File: src/rtl/pipe_pkg.sv
// rtl/pipe_pkg.sv - shared state, forwarding and scoreboard encodings for the hazard scheduler
package pipe_pkg;

  typedef enum logic [1:0] {
    ST_RUN     = 2'd0,
    ST_LDSTALL = 2'd1,
    ST_FLUSH   = 2'd2,
    ST_FREEZE  = 2'd3
  } hz_state_e;

  typedef enum logic [1:0] {
    FWD_RF    = 2'b00,
    FWD_EXMEM = 2'b01,
    FWD_MEMWB = 2'b10
  } fwd_sel_e;

  typedef struct packed {
    logic       valid;
    logic [4:0] rd;
    logic       is_load;
  } sb_entry_t;

  // EX/MEM wins over MEM/WB because it carries the younger write.
  function automatic fwd_sel_e fwd_pick(input logic ex_alu_hit, input logic mem_hit);
    fwd_sel_e sel;
    sel = FWD_RF;
    if (ex_alu_hit) begin
      sel = FWD_EXMEM;
    end else if (mem_hit) begin
      sel = FWD_MEMWB;
    end
    return sel;
  endfunction

endpackage

File: src/rtl/hazard_sb_entry.sv
// rtl/hazard_sb_entry.sv - one scoreboard entry with source-register match compares
module hazard_sb_entry
  import pipe_pkg::*;
(
  input  logic       clk_i,
  input  logic       rst_i,
  input  logic       en_i,
  input  sb_entry_t  entry_d_i,
  input  logic       use_a_i,
  input  logic [4:0] rs_a_i,
  input  logic       use_b_i,
  input  logic [4:0] rs_b_i,
  output sb_entry_t  entry_q_o,
  output logic       hit_a_o,
  output logic       hit_b_o
);

  sb_entry_t entry_q;

  always_ff @(posedge clk_i or posedge rst_i) begin
    if (rst_i) begin
      entry_q <= '0;
    end else if (en_i) begin
      entry_q <= entry_d_i;
    end
  end

  // x0 is hardwired, so it never matches a producer.
  assign hit_a_o   = entry_q.valid && use_a_i && (rs_a_i != 5'd0) && (rs_a_i == entry_q.rd);
  assign hit_b_o   = entry_q.valid && use_b_i && (rs_b_i != 5'd0) && (rs_b_i == entry_q.rd);
  assign entry_q_o = entry_q;

endmodule

File: src/rtl/hazard_scheduler.sv
// rtl/hazard_scheduler.sv - pipeline hazard FSM and forwarding select; HAZARD_PERF_CNT_EN adds stall/flush counters
module hazard_scheduler
  import pipe_pkg::*;
(
  input  logic        clk,
  input  logic        rst,
  input  logic        id_valid,
  input  logic [4:0]  id_rs1,
  input  logic [4:0]  id_rs2,
  input  logic        id_use_rs1,
  input  logic        id_use_rs2,
  input  logic [4:0]  id_rd,
  input  logic        id_regwrite,
  input  logic        id_is_load,
  input  logic        redirect,
  input  logic        mem_busy,
  output logic        stall_if,
  output logic        stall_id,
  output logic        flush_id,
  output logic        flush_ex,
  output logic [1:0]  fwd_a,
  output logic [1:0]  fwd_b,
  output logic [1:0]  state
`ifdef HAZARD_PERF_CNT_EN
  ,
  output logic [31:0] stall_cnt,
  output logic [31:0] flush_cnt
`endif
);

  hz_state_e state_q, state_d;
  sb_entry_t sb_ex_d, sb_ex_q, sb_mem_unused;
  logic      ex_hit_a, ex_hit_b, mem_hit_a, mem_hit_b;
  logic      load_use;

  assign sb_ex_d.valid   = id_valid && id_regwrite && (id_rd != 5'd0) && !stall_id && !flush_ex;
  assign sb_ex_d.rd      = id_rd;
  assign sb_ex_d.is_load = id_is_load;

  hazard_sb_entry u_sb_ex (
    .clk_i     (clk),
    .rst_i     (rst),
    .en_i      (!mem_busy),
    .entry_d_i (sb_ex_d),
    .use_a_i   (id_use_rs1),
    .rs_a_i    (id_rs1),
    .use_b_i   (id_use_rs2),
    .rs_b_i    (id_rs2),
    .entry_q_o (sb_ex_q),
    .hit_a_o   (ex_hit_a),
    .hit_b_o   (ex_hit_b)
  );

  hazard_sb_entry u_sb_mem (
    .clk_i     (clk),
    .rst_i     (rst),
    .en_i      (!mem_busy),
    .entry_d_i (sb_ex_q),
    .use_a_i   (id_use_rs1),
    .rs_a_i    (id_rs1),
    .use_b_i   (id_use_rs2),
    .rs_b_i    (id_rs2),
    .entry_q_o (sb_mem_unused),
    .hit_a_o   (mem_hit_a),
    .hit_b_o   (mem_hit_b)
  );

  assign fwd_a    = fwd_pick(ex_hit_a && !sb_ex_q.is_load, mem_hit_a);
  assign fwd_b    = fwd_pick(ex_hit_b && !sb_ex_q.is_load, mem_hit_b);
  assign load_use = (ex_hit_a || ex_hit_b) && sb_ex_q.is_load;
  assign state    = state_q;

  always_ff @(posedge clk or posedge rst) begin
    if (rst) begin
      state_q <= ST_RUN;
    end else begin
      state_q <= state_d;
    end
  end

  // FREEZE with memory ready behaves as RUN so a hazard held across the freeze is still resolved.
  always_comb begin
    state_d  = state_q;
    stall_if = 1'b0;
    stall_id = 1'b0;
    flush_id = 1'b0;
    flush_ex = 1'b0;
    if (rst) begin
      state_d = ST_RUN;
    end else if (mem_busy) begin
      stall_if = 1'b1;
      stall_id = 1'b1;
      state_d  = ST_FREEZE;
    end else begin
      case (state_q)
        ST_FLUSH: begin
          flush_ex = 1'b1;
          state_d  = ST_RUN;
        end
        ST_LDSTALL: begin
          if (redirect) begin
            flush_id = 1'b1;
            flush_ex = 1'b1;
            state_d  = ST_FLUSH;
          end else begin
            state_d  = ST_RUN;
          end
        end
        default: begin
          if (redirect) begin
            flush_id = 1'b1;
            flush_ex = 1'b1;
            state_d  = ST_FLUSH;
          end else if (load_use) begin
            stall_if = 1'b1;
            stall_id = 1'b1;
            flush_ex = 1'b1;
            state_d  = ST_LDSTALL;
          end else begin
            state_d  = ST_RUN;
          end
        end
      endcase
    end
  end

`ifdef HAZARD_PERF_CNT_EN
  logic [31:0] stall_cnt_q, flush_cnt_q;

  always_ff @(posedge clk or posedge rst) begin
    if (rst) begin
      stall_cnt_q <= 32'd0;
      flush_cnt_q <= 32'd0;
    end else begin
      stall_cnt_q <= stall_cnt_q + {31'd0, stall_id};
      flush_cnt_q <= flush_cnt_q + {31'd0, flush_id};
    end
  end

  assign stall_cnt = stall_cnt_q;
  assign flush_cnt = flush_cnt_q;
`endif

endmodule

File: config.mk
export PLATFORM = sky130hd
export DESIGN_NAME = hazard_scheduler
export DESIGN_NICKNAME = d
export VERILOG_FILES = /design/src/rtl/pipe_pkg.sv /design/src/rtl/hazard_sb_entry.sv /design/src/rtl/hazard_scheduler.sv
export SDC_FILE = /design/constraint.sdc
export NUM_CORES = 1
export LEC_CHECK = 0
export BUFFER_PORTS_ARGS = -buffer_cell sky130_fd_sc_hd__buf_2
export CAP_MARGIN = 30
export CORE_ASPECT_RATIO = 0.75
export CORE_MARGIN = 2
export CORE_UTILIZATION = 40
export CTS_CLUSTER_DIAMETER = 120
export DETAILED_ROUTE_END_ITERATION = 10
export PLACE_DENSITY_LB_ADDON = 0.15
export SKIP_LAST_GASP = 1
export SLEW_MARGIN = 20
export SYNTH_ARGS = -nofsm -noshare
export SYNTH_HDL_FRONTEND = slang
export SYNTH_SLANG_ARGS = --single-unit
File: constraint.sdc
create_clock -name clk -period 2.4 [get_ports clk]
set_input_delay 0.36 -clock clk [delete_from_list [all_inputs] [get_ports clk]]
set_output_delay 0.36 -clock clk [all_outputs]
set_load 0.01 [all_outputs]
==> implementation parameters, run 1 <==
Parameter                              Value

Yosys
  Number of unique standard cell types used by synthesis    28
  Synth Area in Adders    2.55%
  Multiplexer fraction of the synthesized cell area    13.8%
  Fraction of the yosys area taken by sequential cells    38.3%
  Post-Synthesis Net Count    116
  Fraction of the mapped netlist area in compound gates    10.6%
  Cell area after technology mapping    980 um2
  Combinational family with the most area after synthesis    XOR/XNOR gates
  Mean post-synth cell area    10.9 um2
  Synthesized instance count    90
  Number of register bits inferred by synthesis    15
  Synth Area in XOR/XNOR    17.9%
  Area share of and/or/nand/nor cells after synthesis    13.8%
  Ys Warns    0

STA
  Post-route clock skew    0.517 ps
  Part of the cycle the worst path needs    91.6%
  Worst max-slew margin expressed relative to the limit    77.4%
  Setup tns final    0 ps
  Highest clock frequency the design can meet    0.455 GHz
  Final slew viol count    0
  Final critical-path required period    2200 ps
  Final hold slack    114 ps
  Unrepaired setup endpoints after global routing    false
  Transition time of the tightest slew-check pin    339 ps
  Count of endpoints failing hold in the final timing report    0
  Total setup violations reported at the end of the flow    0

Cells and area
  Post-route cell area    1210 um2
  Area occupied by registers    375 um2
  Filler instances    219
  Final #Nets    152
  N_diodes    0
  Area growth from synthesis to layout    23.8%
  Proportion of layout cells with a drive suffix above 1    45.6%
  Most common library cell in the layout ignoring fill and taps    sky130_fd_sc_hd__buf_2
  Total area of multi-input combinational cells    577 um2
  Most frequent cells in the layout    sky130_fd_sc_hd__buf_2 (33), sky130_fd_sc_hd__dfrtp_1 (15), sky130_fd_sc_hd__mux2_2 (12), sky130_fd_sc_hd__xnor2_1 (12), sky130_fd_sc_hd__xor2_1 (8)

Place
  Detail Placement HPWL    1.79 mm
  DP Area    1180 um2
  Gp weighted congestion    0.745
  Number of buffers added on ports    33

Floorplan
  Die footprint    2870 um2
  Die W    61.1 um
  Row count    15
  Effective utilization at floorplan    42.4%
  Number of placed I/O pins    34
  Die Height    46.9 um
  CORE AREA    2310 um2

Setup path
  Endpoint kind of the worst setup timing path    output pin
  Worst R2R End    u_sb_ex.entry_q_o[6]
  Number of cells on the worst reg-to-reg path    7
  Crit path arrival time    1840 ps
  Startpoint Class    flip-flop
  Worst Path Class, Setup    flip-flop to output pin
  Required time of the critical path    2040 ps
  Critical register-to-register path startpoint    state[0]
  CP max FO    4
  Worst reg-to-reg setup slack    810 ps

Route
  Vias post-DR    797
  Remaining antenna violation count after routing    0
  Vias per Instance    5.01
  Number of remaining DRC errors    0
  First-pass iteration count of the detailed router    4
  Total length of routed wires    2.11 mm
  Detailed router's first-iteration violation count    13
  Average routed wire per standard cell    13.3 um

Global routing
  Global-route congestion overflow total    0
  First-pass GRT wire length    3.44 mm
  Maximum number of pins on one net before global-route repair    17
  Number of antenna violations at the first check in global routing    0
  Aggregate global-route resource usage    17.1%
  Via count of the first global-routing pass    771

Clock tree
  Number of buffers inserted for hold repair after clock tree synthesis    0
  Max clock buf depth    2
  CTS H-tree lvls    1
  CTS clock-pin slew for the worst setup and hold paths    90 ps
  Inserted Clock Buffers    3
  Clock tree from TritonCTS    done
  Clock root buffer    sky130_fd_sc_hd__clkbuf_4
  Worst-Skew Late Latency    290 ps
  Total of cells resized after clock tree synthesis    0
  Number of sinks on the clock net    15
  Post-CTS repair timing setup buffer count    0

Power
  Largest vdd supply drop    0.000339 V
  Pleak    0.525 nW
  Power density cells    516 nW/um2

Run
  Max-cap violations    0

Worst hold path
  Path category of the worst min-delay check    primary input to asynchronous set/reset pin

Outcome
  Result of the run    completed
## worst max-delay path: stages, from the launching register on
cell and delay [ps]:
sky130_fd_sc_hd__dfrtp_1 450, sky130_fd_sc_hd__xnor2_1 180, sky130_fd_sc_hd__nand4_1 150, sky130_fd_sc_hd__nor3_2 240, sky130_fd_sc_hd__o211ai_1 130, sky130_fd_sc_hd__a21oi_1 230
sky130_fd_sc_hd__buf_2 170
## worst max path at each step
stage / cells past startpoint / start / to
2_1_floorplan: 6 / id_rs1[0] / stall_if
3_3_place_gp: 7 / id_rs1[0] / stall_id
3_5_place_dp: 7 / id_rs1[0] / stall_if
4_1_cts: 6 / u_sb_ex.entry_q_o[3] / stall_if
5_1_grt: 6 / u_sb_ex.entry_q_o[3] / stall_id
6_report: 6 / u_sb_ex.entry_q_o[5] / stall_if
## sequential cells by signal (all words and copies together), names as in the netlist
name,count
state,2
u_sb_ex.entry_q_o,7
u_sb_mem.entry_q_o,6
## where the power goes
| group | total [W] | internal, W | leakage (nW) | switching (W) |
|---|---|---|---|---|
| Clock | 0.000149 | 0.0000634 | 0.0139 | 0.0000859 |
| Sequential | 0.000319 | 0.000282 | 0.180 | 0.0000369 |
| Combinational | 0.000157 | 0.0000862 | 0.331 | 0.0000710 |
| Total | 0.000625 | 0.000431 | 0.525 | 0.000194 |
## routing by layer
metal	GRT usage, %	up-vias	wire length, um
li1	-	400	-
met1	23.0	375	1010
met2	27.7	20	969
met3	4.96	2	120
met4	3.91	0	14
met5	0	-	0
## layout make-up
cell class	count	share of cell area [%]
Clock buffer	3	1.86
Clock inverter	1	0.619
Inverter	4	1.24
Multi-Input combinational cell	68	47.6
Sequential cell	15	31.0
Tap cell	34	3.51
Timing Repair Buffer	34	14.2
## logic make-up (layout without fill, tap and decap cells)
kind of cell | after synthesis | after routing
AO/OA/AOI/OAI | 13 | 13
XOR/XNOR | 20 | 20
adder cells (fa/ha/maj) | 2 | 2
buffers and inverters | 7 | 42
flip-flops | 15 | 15
multiplexers | 12 | 12
AND/OR/NAND/NOR | 21 | 21
## synth_stat cells
master                      instances  area (um2)
sky130_fd_sc_hd__o21ai_4            1        16.3
sky130_fd_sc_hd__nor4_1             4        25.0
sky130_fd_sc_hd__nor4b_1            1        8.76
sky130_fd_sc_hd__o211ai_1           1        7.51
sky130_fd_sc_hd__a21oi_1            3        15.0
sky130_fd_sc_hd__o2111ai_1          1        8.76
sky130_fd_sc_hd__mux2_2            12         135
sky130_fd_sc_hd__or4_1              2        15.0
sky130_fd_sc_hd__xor2_1             8        70.1
sky130_fd_sc_hd__a31o_1             1        8.76
sky130_fd_sc_hd__or4_4              1        11.3
sky130_fd_sc_hd__o21ai_0            2        10.0
sky130_fd_sc_hd__a211o_1            1        8.76
sky130_fd_sc_hd__nand3_1            3        15.0
sky130_fd_sc_hd__o21ai_2            2        17.5
sky130_fd_sc_hd__buf_1              1        3.75
sky130_fd_sc_hd__nor3_1             2        10.0
sky130_fd_sc_hd__nor2b_1            1        6.26
sky130_fd_sc_hd__nor3_2             2        20.0
sky130_fd_sc_hd__ha_1               2        25.0
sky130_fd_sc_hd__inv_1              4        15.0
sky130_fd_sc_hd__clkbuf_1           1        3.75
sky130_fd_sc_hd__dfrtp_1           15         375
sky130_fd_sc_hd__buf_4              1        7.51
sky130_fd_sc_hd__nand2_1            3        11.3
sky130_fd_sc_hd__o2111a_1           1        11.3
sky130_fd_sc_hd__xnor2_1           12         105
sky130_fd_sc_hd__nand4_1            2        12.5
## stage by stage
step / instances / worst slack [ps] / utilization (%) / total power, W
2_1_floorplan: 90 / 447 / - / 0.000422
3_3_place_gp: 155 / 334 / 51.1 / 0.000477
3_5_place_dp: 155 / 249 / 51.1 / 0.000482
4_1_cts: 159 / 153 / 52.4 / 0.000635
5_1_grt: 159 / 5.14 / 52.5 / 0.000667
6_report: 159 / 202 / 52.5 / 0.000625
(Power assumes the default switching activity.)
==> run 2, diff against run 1 <==
Settings changed: GPL_ROUTABILITY_DRIVEN set to 0.
Clock period 2.4 ns to 2.05 ns, I/O delays scaled along.
==> implementation parameters, run 2 (synthesis gave the netlist of run 1 again) <==
Parameter                              Value

Setup path
  Required time of the critical path    1740 ps (-300 ps)
  Worst-path cell chain    xnor2_1, nand4_1, nor3_2, o211ai_1, a21oi_2, buf_2
  Crit path arrival time    1730 ps (-110 ps)
  Startpoint Class    flip-flop
  Worst reg-to-reg setup slack    430 ps (-380 ps)
  Number of cells on the worst reg-to-reg path    7 (unchanged)
  CP max-delay cell    sky130_fd_sc_hd__dfrtp_1
  Delay of the slowest cell on the worst path    450 ps (about the same)
  Worst Path Class, Setup    flip-flop to output pin
  Endpoint kind of the worst setup timing path    output pin
  Critical register-to-register path startpoint    state[0]
  CP max FO    4 (unchanged)
  Worst R2R End    u_sb_ex.entry_q_o[6]

Route
  Total length of routed wires    2.23 mm (+5.8%)
  Remaining antenna violation count after routing    0 (unchanged)
  Detailed router's first-iteration violation count    18 (+5)
  Number of remaining DRC errors    0 (unchanged)
  Vias post-DR    821 (+3.0%)
  First-pass iteration count of the detailed router    4 (unchanged)
  Vias per Instance    4.98 (-0.73%)
  Average routed wire per standard cell    13.5 um (+1.9%)

Cells and area
  Area growth from synthesis to layout    29.9%
  Max FFs per register    7 (unchanged)
  Proportion of layout cells with a drive suffix above 1    51.1% (+5.5 points)
  Most frequent cells in the layout    sky130_fd_sc_hd__buf_2 (33), sky130_fd_sc_hd__dfrtp_1 (13), sky130_fd_sc_hd__mux2_2 (12), sky130_fd_sc_hd__xnor2_1 (12), sky130_fd_sc_hd__xor2_1 (8)
  Utilization after layout    55.1% (+2.6 points)
  N_diodes    0 (unchanged)
  Most common library cell in the layout ignoring fill and taps    sky130_fd_sc_hd__buf_2
  Final #Nets    158 (+3.9%)

Floorplan
  Row count    15 (unchanged)
  Die footprint    2870 um2 (unchanged)
  CORE AREA    2310 um2 (unchanged)
  Die W    61.1 um (unchanged)
  Number of placed I/O pins    34 (unchanged)
  Die Height    46.9 um (unchanged)
  Effective utilization at floorplan    42.4% (unchanged)

Clock tree
  Clock root buffer    sky130_fd_sc_hd__clkbuf_4
  CTS H-tree lvls    1 (unchanged)
  CTS clock-pin slew for the worst setup and hold paths    90 ps (about the same)
  Number of sinks on the clock net    15 (unchanged)
  Clock tree from TritonCTS    done
  Inserted Clock Buffers    3 (unchanged)
  Worst-Skew Late Latency    290 ps (about the same)
  Max clock buf depth    2 (unchanged)

STA
  Final hold slack    68.1 ps (-45.8 ps)
  Post-route clock skew    0.861 ps (+0.344 ps)
  Highest clock frequency the design can meet    0.491 GHz
  Count of endpoints failing hold in the final timing report    0 (unchanged)
  Unrepaired setup endpoints after global routing    true
  Transition time of the tightest slew-check pin    337 ps (-1.46 ps)
  Part of the cycle the worst path needs    99.4%
  Total setup violations reported at the end of the flow    0 (unchanged)
  Final slew viol count    0 (unchanged)
  Final critical-path required period    2040 ps
  Worst max-slew margin expressed relative to the limit    77.5% (+0.097 points)

Power
  Largest vdd supply drop    0.000407 V (+20%)
  Power density cells    593 nW/um2 (+15%)
  Pleak    0.558 nW (+6.1%)

Run
  Max-cap violations    0 (unchanged)

Global routing
  First-pass GRT wire length    3.57 mm (+3.6%)
  Maximum number of pins on one net before global-route repair    17 (unchanged)
  Aggregate global-route resource usage    17.8% (+0.65 points)
  Number of antenna violations at the first check in global routing    0 (unchanged)
  Global-route congestion overflow total    0 (unchanged)
  Via count of the first global-routing pass    795 (+3.1%)

Worst hold path
  Path category of the worst min-delay check    primary input to asynchronous set/reset pin

Place
  Detail Placement HPWL    1.79 mm (unchanged)
  Number of buffers added on ports    33 (unchanged)

Outcome
  Result of the run    completed
## run 2: worst max-delay path by stage
stage                     slack (ps)       end                 start
after floorplan                  200  stall_if             id_rs1[0]
after global placement            90  stall_id             id_rs1[0]
after detailed placement           4  stall_if             id_rs1[0]
after CTS                          1  stall_if  u_sb_ex.entry_q_o[5]
after global routing            -110  stall_id  u_sb_ex.entry_q_o[3]
final                             10  stall_if  u_sb_ex.entry_q_o[1]
## run 2: power by group
part | internal, W | switching [W] | total [W] | leakage, nW
clock network | 0.0000742 | 0.000102 | 0.000176 | 0.0139
logic | 0.000114 | 0.0000908 | 0.000205 | 0.366
registers | 0.000331 | 0.0000426 | 0.000373 | 0.178
total | 0.000519 | 0.000235 | 0.000754 | 0.558
## run 2: layout make-up
cell class              instances  area [um2]
clock buffers                   3        22.5
clock inverters                 1        7.51
fillers                       218        1040
inverters                       4        15.0
multi-input cells              68         589
flip-flops and latches         15         378
well taps                      34        42.5
repair buffers                 40         218
## run 2: critical path: cells and delay by family (launching register included)
family	cells	cell delay, ps
AOI/OAI and AO/OA	2	320
DFF	1	450
buffers and inverters	1	150
and+or+nand+nor	2	340
xor gates and xnor gates	1	190
## run 2: layer usage
metal | track usage [%] | routed length, um | vias up
li1 | - | - | 411
met1 | 24.4 | 1060 | 385
met2 | 28.3 | 1030 | 23
met3 | 4.96 | 131 | 2
met4 | 3.91 | 14 | 0
met5 | 0 | 0 | -
## run 2: per-stage QoR
stage | cells | total power, W | cell area (um2) | TNS, ps | worst slack, ps
floorplan | 90 | 0.000494 | 980 | 0 | 202
global placement | 155 | 0.000559 | 1180 | 0 | 89.2
detailed placement | 155 | 0.000564 | 1180 | 0 | 3.56
CTS | 163 | 0.000755 | 1250 | 0 | 1.05
global route | 165 | 0.000802 | 1270 | -288 | -107
finish | 165 | 0.000754 | 1270 | 0 | 12.3
## run 2: what timing repair did
action | in CTS | in global routing
setup buffers | 4 | 2
gates resized for setup | 2 | 4
hold buffers | 0 | 0
endpoints found under the setup margin | 2 | 6
pin swaps | 10 | 3
==> run 3, diff against run 2 <==
Settings changed: PLACE_DENSITY set to 0.76, PLACE_DENSITY_LB_ADDON 0.15 to not set.
==> implementation parameters, run 3 (synthesis gave the netlist of run 1 again) <==
Parameter                              Value

Cells and area
  Most frequent cells in the layout    sky130_fd_sc_hd__buf_2 (33), sky130_fd_sc_hd__dfrtp_1 (13), sky130_fd_sc_hd__mux2_2 (12), sky130_fd_sc_hd__xnor2_1 (12), sky130_fd_sc_hd__buf_4 (11)
  Utilization after layout    56.1% (+0.98 points)
  Max FFs per register    7 (unchanged)
  N_diodes    0 (unchanged)
  Post-route cell area    1290 um2 (+1.8%)
  Most common library cell in the layout ignoring fill and taps    sky130_fd_sc_hd__buf_2
  Area growth from synthesis to layout    32.2%
  Proportion of layout cells with a drive suffix above 1    51.1% (about the same)
  Final #Nets    162 (+2.5%)

Setup path
  Required time of the critical path    1740 ps (about the same)
  Worst reg-to-reg setup slack    360 ps (-70 ps)
  CP max FO    3 (-1)
  Count of buffer and inverter cells on the critical path    2 (+1)
  CP max-delay cell    sky130_fd_sc_hd__dfrtp_1
  Worst R2R End    u_sb_ex.entry_q_o[6]
  Delay of the slowest cell on the worst path    390 ps (-60 ps)
  Crit path arrival time    1720 ps (about the same)
  Critical register-to-register path startpoint    state[0]
  Endpoint kind of the worst setup timing path    output pin
  Worst Path Class, Setup    flip-flop to output pin
  Startpoint Class    flip-flop
  Worst-path cell chain    inv_1, ha_1, nor2b_4, o211ai_1, a21oi_2, buf_2
  Cell family with the largest share of critical-path delay    flip-flops
  Number of cells on the worst reg-to-reg path    7 (unchanged)

Power
  Power density cells    581 nW/um2 (-2.0%)
  Largest vdd supply drop    0.000365 V (-10%)
  Pleak    0.579 nW (+3.8%)

Route
  Total length of routed wires    2.51 mm (+12%)
  Remaining antenna violation count after routing    0 (unchanged)
  Average routed wire per standard cell    14.8 um (+9.6%)
  First-pass iteration count of the detailed router    4 (unchanged)
  Number of remaining DRC errors    0 (unchanged)
  Vias post-DR    875 (+6.6%)
  Vias per Instance    5.18 (+4.1%)
  Detailed router's first-iteration violation count    47 (+29)

Run
  Max-cap violations    0 (unchanged)

STA
  Worst max-slew margin expressed relative to the limit    77.9% (+0.36 points)
  Count of endpoints failing hold in the final timing report    0 (unchanged)
  Post-route clock skew    8.94 ps (+8.08 ps)
  Final critical-path required period    2030 ps (-8.05 ps)
  Final slew viol count    0 (unchanged)
  Total setup violations reported at the end of the flow    0 (unchanged)
  Highest clock frequency the design can meet    0.493 GHz (+0.40%)
  Part of the cycle the worst path needs    99.0% (-0.39 points)
  Transition time of the tightest slew-check pin    329 ps (-8.38 ps)
  Unrepaired setup endpoints after global routing    true

Clock tree
  Inserted Clock Buffers    3 (unchanged)
  Max clock buf depth    2 (unchanged)
  Worst-Skew Late Latency    280 ps (about the same)
  Clock tree from TritonCTS    done
  Clock root buffer    sky130_fd_sc_hd__clkbuf_4
  CTS H-tree lvls    1 (unchanged)
  Number of buffers inserted for hold repair after clock tree synthesis    0 (unchanged)
  Number of sinks on the clock net    15 (unchanged)
  CTS clock-pin slew for the worst setup and hold paths    90 ps (about the same)

Global routing
  First-pass GRT wire length    4.04 mm (+13%)
  Via count of the first global-routing pass    837 (+5.3%)
  Number of antenna violations at the first check in global routing    0 (unchanged)
  Maximum number of pins on one net before global-route repair    17 (unchanged)
  Global-route congestion overflow total    0 (unchanged)
  Aggregate global-route resource usage    20.0% (+2.2 points)

Place
  DP Area    1210 um2 (+2.5%)
  Number of buffers added on ports    33 (unchanged)
  Detail Placement HPWL    1.95 mm (+9.2%)

Floorplan
  Die Height    46.9 um (unchanged)
  Die W    61.1 um (unchanged)
  Row count    15 (unchanged)
  Number of placed I/O pins    34 (unchanged)
  CORE AREA    2310 um2 (unchanged)
  Effective utilization at floorplan    42.4% (unchanged)
  Die footprint    2870 um2 (unchanged)

Outcome
  Result of the run    completed

Worst hold path
  Path category of the worst min-delay check    primary input to asynchronous set/reset pin
-- run 3: worst reg2reg max path, cell delays in order, from the launching register on --
cell,delay (ps)
sky130_fd_sc_hd__dfrtp_1,390
sky130_fd_sc_hd__inv_1,70
sky130_fd_sc_hd__ha_1,340
sky130_fd_sc_hd__a211o_1,280
sky130_fd_sc_hd__nand3_1,120
sky130_fd_sc_hd__o2111ai_1,160
sky130_fd_sc_hd__o21ai_0,170
sky130_fd_sc_hd__a31o_1,120
-- run 3: layout make-up --
class,instances,area (um2)
Sequential cell,15,378
Timing Repair Buffer,44,248
Multi-Input combinational cell,68,586
Fill cell,215,1010
Clock buffer,4,26.3
Inverter,4,15.0
Tap cell,34,42.5
-- run 3: report_power, final --
part	switching (W)	internal, W	total [W]
sequential	0.0000434	0.000331	0.000374
clock	0.0000918	0.0000753	0.000167
combinational	0.0000947	0.000117	0.000211
total	0.000230	0.000522	0.000752
-- run 3: repair_timing --
item | 4_1_cts | 5_1_grt
setup buffers | 5 | 1
setup endpoints to repair | 2 | 6
hold endpoints to repair | 0 | 0
resized for setup | 4 | 1
pin swaps | 6 | 1
-- run 3: per-layer routing --
metal	global-route usage [%]	up-vias	part of all wire, %
met3	2.75	4	5.9
met1	28.5	425	46
met5	0	-	0
met2	31.5	28	47
li1	-	418	-
met4	6.52	0	1.6
-- run 3: worst max-delay path by stage --
stage / from / end / slack (ps) / cells past startpoint
floorplan: id_rs1[0] / stall_if / 200 / 6
global placement: id_rs1[0] / stall_if / 40 / 7
detailed placement: id_rs2[1] / stall_if / 40 / 7
CTS: u_sb_ex.entry_q_o[3] / stall_if / 10 / 6
global route: u_sb_ex.entry_q_o[3] / stall_if / -160 / 6
finish: state[0] / stall_if / 20 / 6
-- run 3: per-stage QoR --
| stage | instances | TNS, ps | worst slack (ps) | total power [W] | hold slack, ps |
|---|---|---|---|---|---|
| 4_1_cts | 168 | 0 | 10.4 | 0.000751 | 107 |
| 5_1_grt | 169 | -528 | -156 | 0.000803 | 118 |
| 3_3_place_gp | 159 | 0 | 43.0 | 0.000562 | 371 |
| 6_report | 169 | 0 | 20.4 | 0.000752 | 100 |
| 2_1_floorplan | 90 | 0 | 202 | 0.000494 | 217 |
| 3_5_place_dp | 159 | 0 | 38.8 | 0.000573 | 402 |
